==> src/rtl/bridge_pkg.sv <==
// bridge_pkg: AHB/AXI encodings and sequencer state type shared across the AXI-to-AHB bridge.
package bridge_pkg;
    localparam logic [1:0] HTRANS_IDLE   = 2'b00;
    localparam logic [1:0] HTRANS_NONSEQ = 2'b10;
    localparam logic [2:0] HBURST_SINGLE = 3'b000;
    localparam logic [1:0] RESP_OKAY     = 2'b00;
    localparam logic [1:0] RESP_SLVERR   = 2'b10;
    localparam int ID_LAST_BIT  = 8;
    localparam int ID_WRITE_BIT = 9;
    typedef enum logic [1:0] {
        ST_IDLE,
        ST_ADDR,
        ST_DATA,
        ST_RESP
    } seq_state_e;
endpackage

==> src/rtl/ahb_master_sequencer.sv <==
// ahb_master_sequencer: pops one AXI beat from the command FIFOs, runs it as a single AHB-Lite transfer, pushes the response.
module ahb_master_sequencer
    import bridge_pkg::*;
(
    input  logic        aclk,
    input  logic        aresetn,
    input  logic [31:0] axi_addr,
    input  logic        addr_fifo_empty,
    output logic        addr_r_en,
    input  logic [63:0] axi_data,
    input  logic        data_fifo_empty,
    output logic        data_r_en,
    input  logic        axi_write,
    input  logic        state_fifo_empty,
    output logic        state_r_en,
    input  logic [8:0]  axi_id,
    input  logic        id_send_fifo_empty,
    output logic        id_send_r_en,
    input  logic [2:0]  axi_size,
    input  logic        size_fifo_empty,
    output logic        size_r_en,
    output logic [63:0] axi_rdata,
    output logic        rdata_w_en,
    input  logic        rdata_fifo_full,
    output logic [1:0]  axi_resp,
    output logic        resp_w_en,
    input  logic        resp_fifo_full,
    output logic [9:0]  axi_id_resp,
    output logic        id_resp_w_en,
    input  logic        id_resp_fifo_full,
    output logic [31:0] haddr,
    output logic [1:0]  htrans,
    output logic        hwrite,
    output logic [2:0]  hsize,
    output logic [2:0]  hburst,
    output logic [63:0] hwdata,
    input  logic [63:0] hrdata,
    input  logic        hready,
    input  logic        hresp
);
    seq_state_e  state_q, state_d;
    logic [31:0] haddr_q, haddr_d;
    logic        hwrite_q, hwrite_d;
    logic [2:0]  hsize_q, hsize_d;
    logic [1:0]  htrans_q, htrans_d;
    logic [63:0] hwdata_q, hwdata_d;
    logic [8:0]  cmd_id_q, cmd_id_d;
    logic [63:0] wdata_q, wdata_d;
    logic [63:0] rdata_s_q, rdata_s_d;
    logic        err_q, err_d;
    logic        err_acc_q, err_acc_d;
    logic        hold_q, hold_d;
    logic        pop_q, pop_d;
    logic        data_pop_q, data_pop_d;
    logic        rdata_w_en_q, rdata_w_en_d;
    logic        resp_w_en_q, resp_w_en_d;
    logic        id_resp_w_en_q, id_resp_w_en_d;
    logic [63:0] axi_rdata_q, axi_rdata_d;
    logic [1:0]  axi_resp_q, axi_resp_d;
    logic [9:0]  axi_id_resp_q, axi_id_resp_d;
    logic        cmd_ok, room_ok, launch, err_any;

    assign cmd_ok  = !state_fifo_empty && !addr_fifo_empty && !size_fifo_empty && !id_send_fifo_empty;
    // Writes only need response space on the last beat, where the single burst response is pushed.
    assign room_ok = axi_write
                   ? (!data_fifo_empty && (!axi_id[ID_LAST_BIT] || (!resp_fifo_full && !id_resp_fifo_full)))
                   : (!rdata_fifo_full && !resp_fifo_full && !id_resp_fifo_full);
    // hold_q covers the push-pulse cycle so the full flags seen at launch already reflect that push.
    assign launch  = cmd_ok && room_ok && !hold_q;
    assign err_any = err_acc_q | err_q;

    always_comb begin
        state_d        = state_q;
        haddr_d        = haddr_q;
        hwrite_d       = hwrite_q;
        hsize_d        = hsize_q;
        htrans_d       = htrans_q;
        hwdata_d       = hwdata_q;
        cmd_id_d       = cmd_id_q;
        wdata_d        = wdata_q;
        rdata_s_d      = rdata_s_q;
        err_d          = err_q;
        err_acc_d      = err_acc_q;
        hold_d         = 1'b0;
        pop_d          = 1'b0;
        data_pop_d     = 1'b0;
        rdata_w_en_d   = 1'b0;
        resp_w_en_d    = 1'b0;
        id_resp_w_en_d = 1'b0;
        axi_rdata_d    = axi_rdata_q;
        axi_resp_d     = axi_resp_q;
        axi_id_resp_d  = axi_id_resp_q;
        case (state_q)
            ST_IDLE: if (launch) begin
                haddr_d    = axi_addr;
                hwrite_d   = axi_write;
                hsize_d    = axi_size;
                cmd_id_d   = axi_id;
                wdata_d    = axi_data;
                htrans_d   = HTRANS_NONSEQ;
                pop_d      = 1'b1;
                data_pop_d = axi_write;
                state_d    = ST_ADDR;
            end
            ST_ADDR: if (hready) begin
                htrans_d = HTRANS_IDLE;
                hwdata_d = wdata_q;
                state_d  = ST_DATA;
            end
            ST_DATA: if (hready) begin
                rdata_s_d = hrdata;
                err_d     = hresp;
                state_d   = ST_RESP;
            end
            ST_RESP: begin
                state_d       = ST_IDLE;
                hold_d        = 1'b1;
                axi_id_resp_d = {hwrite_q, cmd_id_q[ID_LAST_BIT], cmd_id_q[7:0]};
                if (!hwrite_q) begin
                    rdata_w_en_d   = 1'b1;
                    resp_w_en_d    = 1'b1;
                    id_resp_w_en_d = 1'b1;
                    axi_rdata_d    = rdata_s_q;
                    axi_resp_d     = err_q ? RESP_SLVERR : RESP_OKAY;
                end else if (cmd_id_q[ID_LAST_BIT]) begin
                    resp_w_en_d    = 1'b1;
                    id_resp_w_en_d = 1'b1;
                    axi_resp_d     = err_any ? RESP_SLVERR : RESP_OKAY;
                    err_acc_d      = 1'b0;
                end else begin
                    axi_id_resp_d  = axi_id_resp_q;
                    err_acc_d      = err_any;
                end
            end
            default: state_d = ST_IDLE;
        endcase
    end

    always_ff @(posedge aclk or negedge aresetn) begin
        if (!aresetn) begin
            state_q        <= ST_IDLE;
            haddr_q        <= '0;
            hwrite_q       <= 1'b0;
            hsize_q        <= '0;
            htrans_q       <= HTRANS_IDLE;
            hwdata_q       <= '0;
            cmd_id_q       <= '0;
            wdata_q        <= '0;
            rdata_s_q      <= '0;
            err_q          <= 1'b0;
            err_acc_q      <= 1'b0;
            hold_q         <= 1'b0;
            pop_q          <= 1'b0;
            data_pop_q     <= 1'b0;
            rdata_w_en_q   <= 1'b0;
            resp_w_en_q    <= 1'b0;
            id_resp_w_en_q <= 1'b0;
            axi_rdata_q    <= '0;
            axi_resp_q     <= '0;
            axi_id_resp_q  <= '0;
        end else begin
            state_q        <= state_d;
            haddr_q        <= haddr_d;
            hwrite_q       <= hwrite_d;
            hsize_q        <= hsize_d;
            htrans_q       <= htrans_d;
            hwdata_q       <= hwdata_d;
            cmd_id_q       <= cmd_id_d;
            wdata_q        <= wdata_d;
            rdata_s_q      <= rdata_s_d;
            err_q          <= err_d;
            err_acc_q      <= err_acc_d;
            hold_q         <= hold_d;
            pop_q          <= pop_d;
            data_pop_q     <= data_pop_d;
            rdata_w_en_q   <= rdata_w_en_d;
            resp_w_en_q    <= resp_w_en_d;
            id_resp_w_en_q <= id_resp_w_en_d;
            axi_rdata_q    <= axi_rdata_d;
            axi_resp_q     <= axi_resp_d;
            axi_id_resp_q  <= axi_id_resp_d;
        end
    end

    assign addr_r_en    = pop_q;
    assign state_r_en   = pop_q;
    assign size_r_en    = pop_q;
    assign id_send_r_en = pop_q;
    assign data_r_en    = data_pop_q;
    assign rdata_w_en   = rdata_w_en_q;
    assign resp_w_en    = resp_w_en_q;
    assign id_resp_w_en = id_resp_w_en_q;
    assign axi_rdata    = axi_rdata_q;
    assign axi_resp     = axi_resp_q;
    assign axi_id_resp  = axi_id_resp_q;
    assign haddr        = haddr_q;
    assign htrans       = htrans_q;
    assign hwrite       = hwrite_q;
    assign hsize        = hsize_q;
    assign hburst       = HBURST_SINGLE;
    assign hwdata       = hwdata_q;
endmodule

==> config.mk <==
export PLATFORM = sky130hd
export DESIGN_NAME = ahb_master_sequencer
export DESIGN_NICKNAME = d
export VERILOG_FILES = /design/src/rtl/bridge_pkg.sv /design/src/rtl/ahb_master_sequencer.sv
export SDC_FILE = /design/constraint.sdc
export NUM_CORES = 1
export LEC_CHECK = 0
export CORE_MARGIN = 5
export CORE_UTILIZATION = 35
export CTS_BUF_LIST = sky130_fd_sc_hd__clkbuf_4 sky130_fd_sc_hd__clkbuf_8
export CTS_CLUSTER_SIZE = 28
export DETAILED_ROUTE_END_ITERATION = 10
export MAX_ROUTING_LAYER = met4
export SYNTH_ARGS = -nofsm -noshare
export SYNTH_HDL_FRONTEND = slang
export SYNTH_SLANG_ARGS = --single-unit
export TNS_END_PERCENT = 100
==> constraint.sdc <==
create_clock -name aclk -period 2.2 [get_ports aclk]
set_input_delay 0.22 -clock aclk [delete_from_list [all_inputs] [get_ports aclk]]
set_output_delay 0.22 -clock aclk [all_outputs]
set_load 0.005 [all_outputs]
# After elaboration in Yosys (flattened, before gate mapping)
# Index checks and enable logic that the tools add are counted.
# W data, S select, Z words.
# word_totals
input_bits	185
wordCells	83
reg_bits	324
output_inout_bits	189
# op_classes
n_bitwise	2
muxes	25
eq_ne	7
reduce_logical	30
# op_table
cell	n
$mux W10	2
$mux W2	9
$mux W1	12
$reduce_and A2 Y1	6
$logic_not A1 Y1	10
$logic_and A1 B1 Y1	9
$pmux W2 S4	1
$ne A2 B2 Y1 const B	3
$reduce_and A3 Y1	2
$eq A2 B2 Y1 const B	2
$pmux W2 S2	1
$eq A2 B1 Y1 const B	1
$logic_not A2 Y1	1
$ne A2 B1 Y1 const B	1
$reduce_bool A2 Y1	1
$logic_or A1 B1 Y1	1
$not A1 Y1	1
$or A1 B1 Y1	1

# Depth between registers and ports, before layout
# logic_depth
ltp_word	9
depth_mapped	8
depth_no_buf	6

# Least setup slack after synthesis
# OpenSTA, ideal clock, no wires.
# synth_path
path_kind	register -> register
start	register state_q[0]
end	register rdata_s_q[13]
path_stages_with_launch	7
slack_ns	0.287
t_required_ns	2.075
setup_time_ns	0.125
t_arrival_ns	1.788
cell_sequence	dfrtp_1 > inv_1 > ha_1 > nand2_1 > clkbuf_1 > clkbuf_1 > mux2_2
# synth_via
elab_chain_len	2
# synth_rtl
element	line_no	rtl
start, declared	ahb_master_sequencer.sv:41	seq_state_e state_q, state_d;
start signal, assigned	ahb_master_sequencer.sv:162	state_q <= state_d;
$eq A2 B2 Y1	ahb_master_sequencer.sv:93	case (state_q)
$reduce_and A2 Y1 (no line)	-	
end signal, assigned	ahb_master_sequencer.sv:170	rdata_s_q <= rdata_s_d;
end, declared	ahb_master_sequencer.sv:49	logic [63:0] rdata_s_q, rdata_s_d;
# Every way passes these cells.
# A chain may end at the register's enable or synchronous reset.

# Worst setup path after layout
# layout_path
start	register state_q[0]
end	register rdata_s_q[17]
# Same word-level chain as after synthesis.

==> qor.txt <==
status: complete, no violations
Mapped Area: 0.0122 mm2
Placement Rows: 68
Crit Path Max Fanout: 13
Die Y: 197 um
CTS H-tree depth: 2
sequential area share after synthesis: 0.661
Leakage: 8.48 nW
part of the power in registers: 0.423
pin count of the biggest net entering global routing: 78
CTS tree: built
Final Hold Viols: 0
die area: 0.0387 mm2
Post-CTS Setup Bufs: 0
Peak supply drop: 697 uV
Avg Inst Size Synth: 14.2 um2
r2r setup slk: 0.28 ns
Worst slew margin: 0.523
WP buf/inv: 2
Fmax: 0.520 GHz
Global Route Usage Sum: 0.167
DP Wirelength: 22800 um
max-cap violations: 0
die width: 197 um
required time of the critical path: 2.65 ns
internal power: 15.6 mW
period utilisation layout: 0.875
Clk pwr share: 0.250
RSZ-0062 raised after global routing: no
Switching Share: 0.283
DP Area: 0.0166 mm2
clock slew at reported path FFs: 0.06 ns
vias in the first global route: 8686
Sw Pwr: 6.15 mW
Warnings, synthesis: 0
Clock Latency Late Sink: 0.58 ns
WL/cell: 18.1 um
Overflow after GRT: 0
number of port buffers: 368
CTS root buf: clkbuf_8
CTS Buffer Depth: 3
Synth cell types: 36
Pwr Density: 1230 mW/mm2
antenna violations before repair: 4
drt drc: 0
Max Slew Vio Count: 0
Setup Crit Path Kind: reg2reg
Area growth, synth to finish: 45.4%
via count: 7972
Finished Cell Area: 0.0177 mm2
gpl congestion: 0.749
CP arrival: 2.37 ns
R2R Path End: rdata_s_q[17]$_DFFE_PN0P_
HP Class: in2async
share of cells above drive strength 1: 0.289
family with the most delay on the worst path: buffers and inverters
CP max-delay cell: dfrtp_1
Antenna Violating Nets Remaining: 0
Max Clock Skew: 0.00838 ns
most frequent cells in the layout: 367 x clkdlybuf4s50_1, 322 x dfrtp_1, 236 x mux2_2
commonest non-fill, non-tap cell in the layout: clkdlybuf4s50_1
Max stage delay on crit path: 0.39 ns
post-synthesis cell count: 861
first-pass GRT wire length: 49900 um
first-pass detailed-route iteration total: 4
worst-path cell chain: inv_1 -> ha_1 -> nand2_2 -> buf_4 -> mux2_2
final worst setup slack: 0.275 ns
NumNets Final: 1457
worst r2r src: state_q[0]$_DFFE_PN0P_
initial core utilization: 0.354
Top-Level Pins: 374
WL final: 31900 um
Avg Vias per Cell: 4.52
Finish-stage setup viols: 0
fillers: 3050
post-route setup TNS: 0 ns
worst slew pin tran: 0.715 ns
CTS Buf Count: 54
core box area: 0.0345 mm2
CTS sink cnt: 322
pre-CTS setup slack: -0.0636 ns
Synth Register Bits: 322
Iter 0 DRT Violations: 255
worst-case reg-to-reg path depth: 5
endpoint type of the worst setup path: flop
fin crit period: 1.92 ns
Critical Path Source Type: flop
power share of the combinational group: 0.327
-- cells in the mapped netlist --
cell         n  share of area
o21bai_1     1        0.00062
a31oi_1      3         0.0015
nand4b_1     1        0.00072
and2_1       1        0.00051
nand3_2      1        0.00082
a2bb2oi_1    1        0.00072
and3_1       2         0.0010
mux2_2     236           0.22
conb_1       1        0.00031
nor2_4       1        0.00092
nor2_1       1        0.00031
a211oi_1     1        0.00062
buf_2       10         0.0041
dfrtp_1    322           0.66
a31o_2       1        0.00072
o221a_2      1        0.00092
a22o_1       1        0.00072
buf_1        2        0.00062
buf_4        9         0.0055
nand3b_1     1        0.00062
o221ai_1     1        0.00072
o211ai_1     2         0.0012
nand4_1      1        0.00051
a311oi_1     1        0.00072
clkbuf_1    27         0.0083
buf_8        1         0.0012
nand2_1    199          0.061
o21ai_0      3         0.0012
or4_4        1        0.00092
a21oi_1      2        0.00082
nor4_1       1        0.00051
mux2_4      10          0.012
buf_6        2         0.0018
ha_1         5         0.0051
inv_1        7         0.0022
a2111o_1     1        0.00092
-- metal layers --
metal / global-route usage / vias to the layer above / share of wire
met1: 0.209 / 3947 / 0.43
li1: - / 3700 / -
met2: 0.253 / 279 / 0.46
met4: 0.0437 / 0 / 0.017
met3: 0.0709 / 46 / 0.10
met5: - / - / 0
-- through the flow --
| step | std cells | util | power, mW | hold slack (ns) |
|---|---|---|---|---|
| CTS | 1759 | 0.514 | 22.1 | 0.192 |
| global placement | 1665 | 0.481 | 16.4 | 0.288 |
| global route | 1763 | 0.514 | 23.2 | 0.194 |
| finish | 1763 | 0.514 | 21.7 | 0.207 |
| floorplan | 865 | - | 12.3 | -0.0756 |
| detailed placement | 1665 | 0.481 | 16.5 | 0.289 |
-- registers in the layout (all words and copies together) (netlist names) --
name	count
id_resp_w_en	1
rdata_s_q	64
hwdata	64
addr_r_en	1
haddr	32
hwrite	1
hold_q	1
cmd_id_q	9
htrans	1
err_acc_q	1
wdata_q	64
hsize	3
rdata_w_en	1
axi_rdata	64
data_r_en	1
err_q	1
axi_id_resp	10
axi_resp	1
state_q	2
-- cells by family after synthesis --
family / after synthesis / share of synthesized area
multiplexers: 246 / 0.230
AO/OA/AOI/OAI: 19 / 0.0115
adder cells (fa/ha/maj): 5 / 0.00513
flip-flops: 322 / 0.661
AND/OR/NAND/NOR: 210 / 0.0681
other: 1 / 0.000308
buffers and inverters: 58 / 0.0238
-- repair_timing --
action,in CTS,in global routing
hold buffers,1,0
resized for setup,0,0
hold endpoints to repair,66,0
-- worst max path at each step --
stage / slack (ns) / end / cells after the start / start
CTS: 0.24 / rdata_s_q[17]$_DFFE_PN0P_ / 5 / state_q[0]$_DFFE_PN0P_
detailed placement: -0.06 / wdata_q[29]$_DFFE_PN0P_ / 6 / axi_write
finish: 0.28 / rdata_s_q[17]$_DFFE_PN0P_ / 5 / state_q[0]$_DFFE_PN0P_
floorplan: 0.29 / rdata_s_q[13]$_DFFE_PN0P_ / 6 / state_q[0]$_DFFE_PN0P_
global route: 0.16 / rdata_s_q[17]$_DFFE_PN0P_ / 5 / state_q[0]$_DFFE_PN0P_
global placement: -0.02 / wdata_q[27]$_DFFE_PN0P_ / 6 / state_fifo_empty
-- power by group through the flow --
| stage | sequential, mW | clock [mW] | combinational, mW |
|---|---|---|---|
| 6_report | 9.20 | 5.42 | 7.11 |
| 3_5_place_dp | 9.28 | 0 | 7.26 |
| 5_1_grt | 9.47 | 5.91 | 7.77 |
| 2_1_floorplan | 9.18 | 0 | 3.12 |
| 3_3_place_gp | 9.26 | 0 | 7.11 |
| 4_1_cts | 9.22 | 5.65 | 7.27 |
-- area by class of cell --
type                       instances  area, um2  area share
clock inverter                     6       57.6     0.00325
timing repair buffer             397       4070       0.230
antenna                            4       10.0    0.000565
multi-input combinational        485       3870       0.219
tap                              455        569      0.0321
inverter                           7       26.3     0.00148
clock buffer                      87       1060      0.0598
sequential                       322       8060       0.455
Power figures use the tool's default switching activity.
